$ cat config.mk
export PLATFORM = sky130hd
export DESIGN_NAME = fast_cmd_scheduler
export DESIGN_NICKNAME = d
export VERILOG_FILES = /design/src/rtl/fast_cmd_pkg.sv /design/src/rtl/fast_cmd_scheduler_qinj.sv /design/src/rtl/fast_cmd_scheduler.sv
export SDC_FILE = /design/constraint.sdc
export NUM_CORES = 1
export LEC_CHECK = 0
export CORE_MARGIN = 3
export CORE_UTILIZATION = 45
export CTS_CLUSTER_SIZE = 10
export DETAILED_ROUTE_END_ITERATION = 10
export PLACE_DENSITY_LB_ADDON = 0.15
export SETUP_SLACK_MARGIN = 0.02
export SLEW_MARGIN = 10
export SYNTH_ARGS = -nofsm -noshare
export SYNTH_HDL_FRONTEND = slang
export SYNTH_HIERARCHICAL = 1
export SYNTH_SLANG_ARGS = --single-unit
$ cat constraint.sdc
create_clock -name clk40 -period 4 [get_ports clk40]
set_input_delay 1.2 -clock clk40 [delete_from_list [all_inputs] [get_ports clk40]]
set_output_delay 1.2 -clock clk40 [all_outputs]
set_load 0.005 [all_outputs]
$ cat src/rtl/fast_cmd_pkg.sv
// Shared fast-command definitions: 4-bit codes, 8-bit line symbols and the qinj FSM state type.
// Used by the scheduler, its qinj sequencer and the fast-command encoder.
package fast_cmd_pkg;

    typedef logic [3:0] fc_code_t;

    localparam fc_code_t FC_IDLE       = 4'd0;
    localparam fc_code_t FC_LINK_RESET = 4'd1;
    localparam fc_code_t FC_BCR        = 4'd2;
    localparam fc_code_t FC_STP        = 4'd3;
    localparam fc_code_t FC_L1ACR      = 4'd4;
    localparam fc_code_t FC_CHG_INJ    = 4'd5;
    localparam fc_code_t FC_L1A        = 4'd6;
    localparam fc_code_t FC_L1A_BCR    = 4'd7;
    localparam fc_code_t FC_WS_START   = 4'd8;
    localparam fc_code_t FC_WS_STOP    = 4'd9;

    localparam int ORBIT_LEN_DEF = 3564;
    localparam int BCNT_W_DEF    = 12;
    localparam int DLY_W_DEF     = 9;

    typedef enum logic [1:0] {
        Q_IDLE = 2'd0,
        Q_PEND = 2'd1,
        Q_WAIT = 2'd2
    } qinj_state_t;

    // DC-balanced 8-bit line symbols (four ones each); unknown codes map to idle.
    function automatic logic [7:0] fc_encode(input fc_code_t code);
        case (code)
            FC_IDLE:       fc_encode = 8'hAC;
            FC_LINK_RESET: fc_encode = 8'hB2;
            FC_BCR:        fc_encode = 8'h59;
            FC_STP:        fc_encode = 8'h4D;
            FC_L1ACR:      fc_encode = 8'h6A;
            FC_CHG_INJ:    fc_encode = 8'h93;
            FC_L1A:        fc_encode = 8'h2E;
            FC_L1A_BCR:    fc_encode = 8'h36;
            FC_WS_START:   fc_encode = 8'hC5;
            FC_WS_STOP:    fc_encode = 8'hD1;
            default:       fc_encode = 8'hAC;
        endcase
    endfunction

endpackage

$ cat src/rtl/fast_cmd_scheduler_qinj.sv
// qinj_sequencer: holds a charge-injection request until granted, then times the follow-up L1A.
// Latency: dly_l1a_req asserts d cycles after the grant cycle (d = max(qinj_delay,1)).
// Backpressure: qi_req stays high until qi_grant; new qinj_req is ignored while busy.
module qinj_sequencer
    import fast_cmd_pkg::*;
#(
    parameter int DLY_W = DLY_W_DEF
) (
    input  logic             clk40,
    input  logic             rst,
    input  logic             enable,
    input  logic             qinj_req,
    input  logic [DLY_W-1:0] qinj_delay,
    input  logic             qi_grant,
    output logic             qi_req,
    output logic             dly_l1a_req,
    output logic             qinj_busy
);

    qinj_state_t      state, state_nxt;
    logic [DLY_W-1:0] dly_cnt, dly_cnt_nxt;
    logic [DLY_W-1:0] dly_lat, dly_lat_nxt;

    always_ff @(posedge clk40 or posedge rst) begin
        if (rst) begin
            state   <= Q_IDLE;
            dly_cnt <= '0;
            dly_lat <= '0;
        end else begin
            state   <= state_nxt;
            dly_cnt <= dly_cnt_nxt;
            dly_lat <= dly_lat_nxt;
        end
    end

    always_comb begin
        state_nxt   = state;
        dly_cnt_nxt = dly_cnt;
        dly_lat_nxt = dly_lat;
        qi_req      = 1'b0;
        dly_l1a_req = 1'b0;
        if (!enable) begin
            state_nxt   = Q_IDLE;
            dly_cnt_nxt = '0;
            dly_lat_nxt = '0;
        end else begin
            case (state)
                Q_IDLE: begin
                    if (qinj_req) begin
                        state_nxt   = Q_PEND;
                        // A zero delay would put the L1A on top of its own chargeInj.
                        dly_lat_nxt = (qinj_delay == '0) ? DLY_W'(1) : qinj_delay;
                    end
                end
                Q_PEND: begin
                    qi_req = 1'b1;
                    if (qi_grant) begin
                        dly_cnt_nxt = dly_lat;
                        state_nxt   = Q_WAIT;
                    end
                end
                Q_WAIT: begin
                    dly_cnt_nxt = dly_cnt - DLY_W'(1);
                    if (dly_cnt == DLY_W'(1)) begin
                        dly_l1a_req = 1'b1;
                        state_nxt   = Q_IDLE;
                    end
                end
                default: state_nxt = Q_IDLE;
            endcase
        end
    end

    assign qinj_busy = (state != Q_IDLE);

endmodule

$ cat src/rtl/fast_cmd_scheduler.sv
// Per-BX fast-command arbiter (L1A > BCR > chargeInj > sw) plus local BX counter; FCS_STATS_EN adds L1A/merge counters.
// Latency: winner registered into cmd_out one cycle after its request; l1a_merged/sw_err aligned with cmd_out.
// Backpressure: sw_ready is combinational and high only in a cycle the software command wins the slot.
module fast_cmd_scheduler
    import fast_cmd_pkg::*;
#(
    parameter int ORBIT_LEN = ORBIT_LEN_DEF,
    parameter int BCNT_W    = BCNT_W_DEF,
    parameter int DLY_W     = DLY_W_DEF
) (
    input  logic              clk40,
    input  logic              rst,
    input  logic              enable,
    input  logic              trig,
    input  logic              bcr_en,
    input  logic [BCNT_W-1:0] bcr_offset,
    input  logic              qinj_req,
    input  logic [DLY_W-1:0]  qinj_delay,
    input  logic [3:0]        sw_cmd,
    input  logic              sw_valid,
    output logic              sw_ready,
    output fc_code_t          cmd_out,
    output logic [BCNT_W-1:0] bcnt,
    output logic              qinj_busy,
    output logic              l1a_merged,
    output logic              sw_err
`ifdef FCS_STATS_EN
    ,
    input  logic              stats_clr,
    output logic [15:0]       l1a_count,
    output logic [15:0]       merge_count
`endif
);

    logic     l1a_req, bcr_req, qi_req, qi_grant, dly_l1a_req;
    logic     merge_now, sw_bad;
    fc_code_t cmd_nxt;

    qinj_sequencer #(.DLY_W(DLY_W)) u_qinj (
        .clk40       (clk40),
        .rst         (rst),
        .enable      (enable),
        .qinj_req    (qinj_req),
        .qinj_delay  (qinj_delay),
        .qi_grant    (qi_grant),
        .qi_req      (qi_req),
        .dly_l1a_req (dly_l1a_req),
        .qinj_busy   (qinj_busy)
    );

    always_comb begin
        cmd_nxt   = FC_IDLE;
        qi_grant  = 1'b0;
        sw_ready  = 1'b0;
        merge_now = 1'b0;
        sw_bad    = 1'b0;
        l1a_req   = enable & (trig | dly_l1a_req);
        bcr_req   = enable & bcr_en & (bcnt == bcr_offset);
        if (l1a_req) begin
            // BCR never loses: it rides along with the L1A as L1A_BCR.
            cmd_nxt   = bcr_req ? FC_L1A_BCR : FC_L1A;
            merge_now = trig & dly_l1a_req;
        end else if (bcr_req) begin
            cmd_nxt = FC_BCR;
        end else if (qi_req) begin
            cmd_nxt  = FC_CHG_INJ;
            qi_grant = 1'b1;
        end else if (enable && sw_valid) begin
            sw_ready = 1'b1;
            if (sw_cmd > FC_WS_STOP) begin
                sw_bad = 1'b1;
            end else begin
                cmd_nxt = sw_cmd;
            end
        end
    end

    always_ff @(posedge clk40 or posedge rst) begin
        if (rst) begin
            cmd_out    <= FC_IDLE;
            bcnt       <= '0;
            l1a_merged <= 1'b0;
            sw_err     <= 1'b0;
        end else begin
            cmd_out    <= cmd_nxt;
            l1a_merged <= merge_now;
            sw_err     <= sw_bad;
            if (!enable || bcnt == BCNT_W'(ORBIT_LEN - 1)) begin
                bcnt <= '0;
            end else begin
                bcnt <= bcnt + BCNT_W'(1);
            end
        end
    end

`ifdef FCS_STATS_EN
    // Counters survive enable toggles so a run can be paused without losing totals.
    always_ff @(posedge clk40 or posedge rst) begin
        if (rst) begin
            l1a_count   <= '0;
            merge_count <= '0;
        end else if (stats_clr) begin
            l1a_count   <= '0;
            merge_count <= '0;
        end else begin
            if ((cmd_out == FC_L1A || cmd_out == FC_L1A_BCR) && l1a_count != 16'hFFFF) begin
                l1a_count <= l1a_count + 16'd1;
            end
            if (l1a_merged && merge_count != 16'hFFFF) begin
                merge_count <= merge_count + 16'd1;
            end
        end
    end
`endif

endmodule

==> run metrics <==
Overflow after GRT 0; Synthesized Nets 250; setup repair bufs after CTS 0; DR WL/cell 15.7 um; vias in the first global route 1,707; Slew HR 26.5%; peak supply drop 0.000203 V; hold path start u_qinj/dly_lat[1]; residual DRC count 0; endpoint of the most critical register-to-register path u_qinj/dly_cnt[1]; post-synthesis sequential area ratio 44.9%; RSZ-0062 raised after global routing no; Fill cells 371; die span in x 74.6 um; Mapped Area 0.00212 mm^2; final count of hold timing violations 0; initial antenna violation count 0; Synth area leader dfrtp_1; startpoint types input port; GRT Util Overall 20.0%; layout cell share with drive strength beyond 1 9.19%; Sink Count 38; Routed Antenna Nets 0; overall power 0.885 mW; met2 Use GR 30.7%; Initial Utilization 47.6%; final cell count without fillers 324; drt first pass iters 6; slowest cell delay on critical path 0.47 ns; Root Buffer clkbuf_8; crit path cell chain clkdlybuf4s50_1 > xnor2_1 > nand4_1 > nor4_4 > nor2_1 > dlygate4sd2_1; grt peak-use layer met2; Synth Warn # 6; EDFF count, synth 0; Hold WC Path Type reg2reg; post-CTS sizing 2; I/O pin count 52; Synth async-reset ratio 100%; PD cells 316 mW/mm^2; Worst Skew 0.00299 ns; NumNets Final 306; worst reg2reg path depth 9; RR Startpoint u_qinj/state[1]; TritonCTS Buffers 5; top_reg_cell synth dfrtp_1; grt met1 use 27.9%; worst-path maximum fanout 2; Final Max Tran Viols 0; Setup violations, final 0; WP data required 2.80 ns; final wirelength 5.07 mm; die area 0.00556 mm^2; Placer Congestion 0.843; Peak Freq 0.262 GHz; largest net degree at the start of global routing 21; Max-Cap Viols 0; final core utilization 63.0%; Hold-fix buffers, CTS 0; most numerous cell in the Yosys netlist dfrtp_1; Site Rows 24; post-synth top area share 44.9%; critical path data arrival time 2.61 ns; Synth top cells by count dfrtp_1, nor2_1, xnor2_1, nand2_1; Avg Vias per Cell 5.72; critical setup path kind in2out; period utilization 95.3%; area delta synth->final 32.2%; Synth Area per Inst 9.84 um^2; Worst R2R Setup Slack 1.32 ns; Leak 1.16 nW; DP HPWL 3.81 mm; Worst-Margin Slew 1.09 ns; clk buf depth 2; later-pin clock latency in the skew report 0.29 ns; CTS H-Tree Depth 2; status finished, final reports clean; Critical Path Source bcr_offset[10]; Worst-path clk slew 0.07 ns; crit path capture sw_ready; antenna cell count 0; I/O Buffers 51; vias 1,852; die height 74.6 um; Post-Syn Instances 215; first-pass GRT wire length 8.38 mm; ranking of synthesized cells by area dfrtp_1, xnor2_1, nor2_1; CP max-delay cell clkdlybuf4s50_1; synth unique cells 55; min Tclk post-route 3.81 ns; Setup crit end kind primary output; CTS tree yes; Yosys reg bits 38; Core ar. 0.00444 mm^2; grt met3 use 5.54%; Detailed Route Iter0 Violations 135; DP Cell Count 316
[registers in the layout (all words and copies together) (netlist names)]
register,cells
u_qinj/state,2
bcnt,12
u_qinj/dly_cnt,9
u_qinj/dly_lat,9
l1a_merged,1
sw_err,1
cmd_out,4
[placed cells by master, fill, tap and decap left out, drive strengths merged, types with 2 or more instances in the layout]
| cell type | count |
|---|---|
| clkdlybuf4s50 | 49 |
| xor2 | 4 |
| dlygate4sd2 | 2 |
| a22o | 8 |
| inv | 12 |
| xnor2 | 20 |
| o21ai | 3 |
| clkinv | 2 |
| nor3 | 6 |
| dfrtp | 38 |
| and3 | 3 |
| a22oi | 2 |
| a21oi | 4 |
| nor2 | 22 |
| buf | 8 |
| nand3 | 13 |
| o311ai | 2 |
| nand4 | 4 |
| a311o | 3 |
| nand2 | 16 |
| nand2b | 2 |
| ha | 3 |
| a311oi | 2 |
| a31oi | 5 |
| or3 | 3 |
| nor4 | 8 |
| clkbuf | 5 |
[worst max-delay path, delay by kind of cell]
family                 cells  cell delay [ns]
buffers and inverters      2             0.73
AND/OR/NAND/NOR            3             0.55
XOR/XNOR                   1             0.12
[report_power, final]
group	total [mW]	internal (mW)	switching, mW
registers	0.421	0.401	0.0202
clock network	0.324	0.184	0.140
logic	0.140	0.0768	0.0637
total	0.885	0.661	0.224
[layout make-up]
class / count / area [um^2] / share of cell area, %
clock buffers: 5 / 68.8 / 2.46
multi-input cells: 155 / 1060 / 37.9
repair buffers: 59 / 568 / 20.3
inverters: 12 / 45.0 / 1.61
well taps: 52 / 65.1 / 2.33
clock inverters: 3 / 40.0 / 1.43
flip-flops and latches: 38 / 951 / 34.0
[kinds of logic after synthesis]
logic type | synth area share (%)
xor+xnor | 9.93
fa+ha+maj | 1.77
simple gates | 22.4
mux | 0.473
buf+inv | 4.97
flops | 44.9
compound gates | 15.6
[metal layers]
| layer | routed length [um] | part of all wire, % | up-vias |
|---|---|---|---|
| li1 | - | - | 891 |
| met1 | 2370 | 47 | 878 |
| met2 | 2320 | 46 | 75 |
| met3 | 329 | 6.5 | 8 |
| met4 | 54 | 1.1 | 0 |
| met5 | 0 | 0 | - |
[worst min-delay path by stage]
stage / cells past startpoint / to / slack (ns)
global route: 1 / u_qinj/dly_lat[4] / 0.52
global placement: 1 / u_qinj/dly_lat[7] / 0.50
finish: 1 / u_qinj/dly_lat[1] / 0.51
floorplan: 1 / u_qinj/dly_lat[0] / 0.46
detailed placement: 1 / u_qinj/dly_lat[4] / 0.49
CTS: 1 / u_qinj/dly_lat[4] / 0.51
[metrics by stage]
stage | setup slack, ns | setup TNS [ns] | hold WS [ns] | cell area, um^2
floorplan | 0.679 | 0 | 0.456 | 2120
global placement | -0.159 | -0.159 | 0.496 | 2690
detailed placement | -0.177 | -0.177 | 0.494 | 2690
CTS | 0.160 | 0 | 0.512 | 2800
global route | 0.0996 | 0 | 0.517 | 2800
finish | 0.187 | 0 | 0.507 | 2800
No activity file was read; power rests on OpenSTA's default activity.
